==> config.mk <==
export PLATFORM = sky130hd
export DESIGN_NAME = divider_bus_master
export DESIGN_NICKNAME = d
export VERILOG_FILES = /design/src/rtl/divider_bus_master.sv
export SDC_FILE = /design/constraint.sdc
export NUM_CORES = 1
export LEC_CHECK = 0
export BUFFER_PORTS_ARGS = -buffer_cell sky130_fd_sc_hd__buf_2
export CAP_MARGIN = 10
export CORE_ASPECT_RATIO = 1.75
export CORE_MARGIN = 2
export CORE_UTILIZATION = 30
export CTS_CLUSTER_SIZE = 16
export DETAILED_ROUTE_END_ITERATION = 6
export GPL_ROUTABILITY_DRIVEN = 0
export SLEW_MARGIN = 30
export SYNTH_ARGS = -nofsm -noshare
export SYNTH_HDL_FRONTEND = slang
export SYNTH_SLANG_ARGS = --single-unit
export TNS_END_PERCENT = 50
==> constraint.sdc <==
create_clock -name clk -period 3.3 [get_ports clk]
set_input_delay 0.495 -clock clk [delete_from_list [all_inputs] [get_ports clk]]
set_output_delay 0.495 -clock clk [all_outputs]
set_load 0.01 [all_outputs]
==> src/rtl/divider_bus_master.sv <==
// Bus initiator that drives the divider coprocessor write-N/D, SYNC1, SYNC0, read-Q/R sequence.
// Optional poll timeout enabled by defining DIVM_POLL_TIMEOUT_EN.
module divider_bus_master #(
  parameter int DW       = 16,
  parameter int MAX_POLL = 255
) (
  input  logic          clk,
  input  logic          reset,
  output logic [2:0]    address,
  output logic          read,
  input  logic [31:0]   readdata,
  output logic          write,
  output logic [31:0]   writedata,
  input  logic          in_valid,
  output logic          in_ready,
  input  logic [DW-1:0] in_n,
  input  logic [DW-1:0] in_d,
  output logic          out_valid,
  input  logic          out_ready,
  output logic [DW-1:0] out_q,
  output logic [DW-1:0] out_r,
  output logic          out_err
);

  typedef enum logic [3:0] {
    IDLE, WR_N, WR_D, WR_CIN1, POLL1, WR_CIN0, POLL0, RD_Q, RD_R, RESP
  } state_t;

  localparam logic [2:0] A_N = 3'd0, A_D = 3'd1, A_CIN = 3'd2,
                         A_Q = 3'd3, A_R = 3'd4, A_COUT = 3'd5;

  state_t        state, state_n;
  logic [DW-1:0] n_q, d_q;
  logic          timeout;
  logic          abort;
  logic          unused_rd;

  assign unused_rd = ^readdata;
  assign in_ready  = (state == IDLE);
  assign out_valid = (state == RESP);

`ifdef DIVM_POLL_TIMEOUT_EN
  localparam int CW = ($clog2(MAX_POLL + 1) > 8) ? $clog2(MAX_POLL + 1) : 8;
  logic [CW-1:0] cnt;
  logic          err;

  // Fires on the last permitted poll read that still sees no match.
  assign timeout = ((state == POLL1 && !readdata[0]) || (state == POLL0 && readdata[0]))
                   && (cnt == CW'(MAX_POLL - 1));
  assign abort   = err;
  assign out_err = err;

  always_ff @(posedge clk or posedge reset) begin
    if (reset) begin
      cnt <= '0;
      err <= 1'b0;
    end else begin
      if (state == IDLE && in_valid) err <= 1'b0;
      else if (timeout)              err <= 1'b1;
      if (state_n != state) cnt <= '0;
      else if (state == POLL1 || state == POLL0) cnt <= cnt + 1'b1;
    end
  end
`else
  logic [7:0] unused_cfg;
  assign unused_cfg = 8'(MAX_POLL);
  assign timeout    = 1'b0;
  assign abort      = 1'b0;
  assign out_err    = 1'b0;
`endif

  always_ff @(posedge clk or posedge reset) begin
    if (reset) state <= IDLE;
    else       state <= state_n;
  end

  always_comb begin
    state_n   = state;
    read      = 1'b0;
    write     = 1'b0;
    address   = 3'd0;
    writedata = 32'd0;
    case (state)
      IDLE:    if (in_valid) state_n = WR_N;
      WR_N:    begin write = 1'b1; address = A_N; writedata = 32'(n_q); state_n = WR_D; end
      WR_D:    begin write = 1'b1; address = A_D; writedata = 32'(d_q); state_n = WR_CIN1; end
      WR_CIN1: begin write = 1'b1; address = A_CIN; writedata = 32'd1; state_n = POLL1; end
      POLL1: begin
        read = 1'b1; address = A_COUT;
        if (readdata[0] || timeout) state_n = WR_CIN0;
      end
      // After a SYNC1 timeout this write is the cleanup that drops Cin before reporting.
      WR_CIN0: begin
        write = 1'b1; address = A_CIN; writedata = 32'd0;
        state_n = abort ? RESP : POLL0;
      end
      POLL0: begin
        read = 1'b1; address = A_COUT;
        if (!readdata[0])  state_n = RD_Q;
        else if (timeout)  state_n = RESP;
      end
      RD_Q:    begin read = 1'b1; address = A_Q; state_n = RD_R; end
      RD_R:    begin read = 1'b1; address = A_R; state_n = RESP; end
      RESP:    if (out_ready) state_n = IDLE;
      default: state_n = IDLE;
    endcase
  end

  always_ff @(posedge clk or posedge reset) begin
    if (reset) begin
      n_q   <= '0;
      d_q   <= '0;
      out_q <= '0;
      out_r <= '0;
    end else begin
      if (state == IDLE && in_valid) begin
        n_q <= in_n;
        d_q <= in_d;
      end
      if (timeout) begin
        out_q <= '0;
        out_r <= '0;
      end else if (state == RD_Q) out_q <= readdata[DW-1:0];
      else if (state == RD_R)     out_r <= readdata[DW-1:0];
    end
  end

endmodule
Yosys cells after proc, flatten, opt, wreduce, memory -nomap -nowiden
Index checks and enable logic that the tools add are counted.
{"block": "op_classes", "n_eq_ne": 13, "n_bitwise": 1, "muxes": 9, "reduce_logical": 8}
{"operator": "16-bit one-hot mux with 3 select lines", "n": 1}
{"operator": "4-bit one-hot mux with 10 select lines", "n": 1}
{"operator": "4-bit by 3-bit equality test with 1-bit output (second input constant)", "n": 4}
{"operator": "4-bit 2-to-1 mux", "n": 4}
{"operator": "3-bit one-hot mux with 5 select lines", "n": 1}
{"operator": "4-bit by 2-bit equality test with 1-bit output (second input constant)", "n": 2}
{"operator": "4-bit equality test (second input constant)", "n": 2}
{"operator": "4-bit OR reduction", "n": 2}
{"operator": "2-bit != test (second input constant)", "n": 3}
{"operator": "4-bit by 1-bit equality test with 1-bit output (second input constant)", "n": 1}
{"operator": "4-bit logical NOT", "n": 1}
{"operator": "4-bit AND reduction", "n": 1}
{"operator": "2-bit OR reduction", "n": 2}
{"operator": "1-bit 2-to-1 mux", "n": 2}
{"operator": "2-bit by 1-bit != test with 1-bit output (second input constant)", "n": 1}
{"operator": "2-bit AND reduction", "n": 1}
{"operator": "1-bit logical AND", "n": 1}
{"operator": "1-bit NOT", "n": 1}
{"block": "totals", "out_inout_bits": 72, "word_cells": 36, "regBits": 68, "in_bits": 68}

Longest topological paths before layout
{"block": "depth", "word_depth": 3, "mapped_depth": 5, "depth_no_buf": 3}

Worst setup path before layout
No wires, ideal clock.
{"block": "synth_path", "kind": "register to output", "from": "register state[1]", "to": "output writedata[10]", "n_path_buf": 2, "required_time_ns": 2.805, "setup_slack_ns": 1.358, "path_stages_with_launch": 6, "t_arrival_ns": 1.447, "cell_sequence": "dfrtp_1 > buf_2 > nand2b_1 > nor3_2 > buf_4 > a22o_1"}
{"block": "synth_between", "elab_chain_cells": 2, "elab_cells_between_ends": 4, "cone_classes": "eq/ne (3); mux (1)"}
{"element": "start: declaration", "line": "32", "rtl": "state_t state, state_n;"}
{"element": "start signal: assignment", "line": "74", "rtl": "else state <= state_n;"}
{"element": "4-bit by 2-bit equality test with 1-bit output / 4-bit by 1-bit equality test with 1-bit output (equally long branches)", "line": "83", "rtl": "case (state)"}
{"element": "16-bit one-hot mux with 3 select lines *", "line": "83"}
{"element": "end: declaration", "line": "13", "rtl": "output logic [31:0] writedata,"}
Every way passes the cells marked *; elsewhere a longest branch is shown, timed or not.

Final worst setup path
{"block": "layout_path", "from": "register state[0]", "to": "output writedata[8]"}
The elaborated chain is that of the path after synthesis.

==> results_dict.tcl <==
set metrics [dict create \
    num-nets-final 390 \
    cap_violations 0 \
    slew_violations 0 \
    drtIter0Drc 56 \
    power.leakage_nw 2.05 \
    crit_arrival_ns 1.97 \
    setup_slack_ns 0.837 \
    yosys.area_share.xor_xnor 0.00560 \
    clk_latency_ns 0.32 \
    grt_max_degree 43 \
    final_antenna_net_count 0 \
    ys_ff_latch 68 \
    regToRegSetupSlack_ns 1.26 \
    crit_path_cell_trace "nand2b_1 -> nor3_2 -> buf_4 -> a22o_1 -> buf_2" \
    syn_area_per_cell_sq_um 14.7 \
    reg2reg_depth 4 \
    cts_buffer_depth 2 \
    fin_setup_tns_ns 0 \
    tightestPinTransition_ns 0.598 \
    hold_viol 0 \
    endpoint_kind "output port" \
    routed_wl_mm 6.15 \
    synth_area_sq_um 3130 \
    rsz0062_at_grt "false" \
    antenna_found_initial 0 \
    via_count 2042 \
    cp-start-kind "flip-flop" \
    first_pass_iters 4 \
    cts_setup_buffers 0 \
    critPathBufInv 2 \
    overflow 0 \
    remaining_drc_errors 0 \
    outcome "completed" \
    synth_seq_area_share 0.544 \
    grt_pass1_wl_mm 10.0 \
    ioPinCount 140 \
    reg2reg_from "state[3]" \
    skew_ns 0.00388 \
    crit_type "flip-flop to output port" \
    cts_tree "built" \
    period_share 0.746 \
    root_buffer "clkbuf_16" \
    cts_buffers 9 \
    viasPerCell 4.50 \
    crit_required_ns 2.80 \
    port_buffers 106 \
    synth.mux.area_fraction 0.266 \
    max_freq_mhz 406 \
    ctsResizeCount 0 \
    cts.sinks 68 \
    diodes 0 \
    timing.slew.headroom 0.602 \
    yosysWarnings 0 \
    wl_per_cell_microns 13.6 \
    grt_pass1_vias 2155 \
    final_layout_size_suffix_gt1_frac 0.602 \
    finalCriticalPeriod_ns 2.46 \
    ir_drop_uv 383 \
    cp_top_family "flip-flops" \
    rows 49 \
    critPathSlowestCell "dfrtp_1" \
    gr-usage-all-layers 0.116 \
    dp_hpwl_mm 4.66 \
    die_area_sq_um 11300 \
    setup_viol 0 \
    synth-compound-area-share 0.0620 \
    htreeDepth 3 \
    die_h_microns 139 \
    die_w_microns 81.2 \
    cellPowerDensity_nw_per_um2 1070 \
    core_area_sq_um 10200 \
    post-place-ws_ns 1.19 \
    yosys.area_share.adder 0 \
    synth-simple-area-share 0.0536 \
    worst_r2r_endpoint "out_r[9]" \
    cpPeakStageDelay_ns 0.66 \
    synth_top_family_by_area "multiplexers" \
    min_path_type "input pin to asynchronous set/reset pin" \
    synthCells 213 \
    cp_max_fo 15 \
    yosysUniqueCellTypes 31 \
    syn2layout_area_growth_pct 29.6 \
    cts_hold_buf 0 \
    clkSlewWorstSetupHoldPaths_ns 0.06 \
    initial_core_util 0.306 \
]
## worst max path at each step
stage,startpoint,end,slack [ns],cells past startpoint
after global routing,state[0],writedata[5],0.66,5
after CTS,state[0],writedata[4],0.82,5
after global placement,state[3],n_q[12],1.05,3
final,state[0],writedata[8],0.84,5
after detailed placement,state[0],writedata[10],1.19,5
after floorplan,reset,d_q[0],1.09,1
## Yosys cell counts
cell type / number / area, sq um
conb_1: 1 / 3.75
mux2_4: 30 / 450
nor3b_1: 1 / 7.51
buf_2: 4 / 20.0
nor4_4: 1 / 21.3
nand2_1: 4 / 15.0
nor2_1: 5 / 18.8
nand3_2: 1 / 10.0
mux2_2: 34 / 383
buf_6: 3 / 33.8
nor3_4: 1 / 16.3
nand2_2: 1 / 6.26
a211oi_1: 1 / 7.51
nor2b_1: 1 / 6.26
a21oi_1: 3 / 15.0
a21boi_0: 1 / 7.51
nand3b_1: 1 / 7.51
or3_1: 1 / 6.26
nand2b_1: 4 / 25.0
o21a_1: 1 / 7.51
inv_1: 1 / 3.75
dfrtp_1: 68 / 1700
a22o_1: 15 / 131
o31ai_1: 1 / 7.51
a21o_1: 1 / 7.51
and2b_1: 1 / 7.51
nor3_2: 2 / 20.0
clkbuf_1: 1 / 3.75
xor2_1: 2 / 17.5
o21ai_0: 2 / 10.0
buf_4: 20 / 150
## layer usage
metal,track usage,wire length (microns),up-vias
met5,0,0,-
met4,0.0580,148,0
met3,0.0391,440,11
met2,0.200,3270,95
met1,0.122,2290,999
li1,-,-,937
## worst reg2reg max path, stage by stage (launching register included)
cell and delay [ns]:
dfrtp_1 0.67, nand2b_1 0.22, nor3_4 0.39, buf_4 0.28
mux2_2 0.35
## flip-flops by register name (all words and copies together) (netlist names)
name / count
out_q: 16
out_r: 16
d_q: 16
state: 4
n_q: 16
## cell type report
| type | instances | area, sq um |
|---|---|---|
| Sequential cell | 68 | 1700 |
| Multi-Input combinational cell | 132 | 1280 |
| Clock buffer | 10 | 239 |
| Timing Repair Buffer | 110 | 561 |
| Fill cell | 988 | 6180 |
| Clock inverter | 6 | 111 |
| Tap cell | 127 | 159 |
| Inverter | 1 | 3.75 |
## through the flow
step	power [mW]	hold WS, ns	std cells	instance area, sq um	util
after floorplan	2.74	0.476	229	3190	-
after global placement	3.23	0.483	438	3700	0.361
after detailed placement	3.29	0.491	438	3710	0.362
after CTS	4.41	0.228	454	4060	0.396
after global routing	4.63	0.261	454	4060	0.396
final	4.34	0.210	454	4060	0.396
## power breakdown
group          total, mW  switching [mW]  internal (mW)
sequential          1.56           0.298           1.27
combinational       1.68           0.726          0.953
clock               1.10           0.339          0.757
## cells in the final DEF (no fill, tap or decap), types with 2 or more instances in the layout
| cell type | count |
|---|---|
| nor2_1 | 5 |
| conb_1 | 17 |
| o21ai_0 | 2 |
| buf_4 | 4 |
| nand2b_1 | 4 |
| bufinv_16 | 3 |
| nand2_1 | 4 |
| a21oi_1 | 3 |
| nor3_2 | 2 |
| clkbuf_16 | 9 |
| buf_2 | 106 |
| mux2_2 | 34 |
| mux2_4 | 30 |
| xor2_1 | 2 |
| dfrtp_1 | 68 |
| a22o_1 | 15 |
## cell families after synthesis
group,count (synthesis)
buf+inv,29
other cells,1
compound gates,25
xor+xnor,2
mux,64
flops,68
simple gates,24
Power figures use the tool's default switching activity.
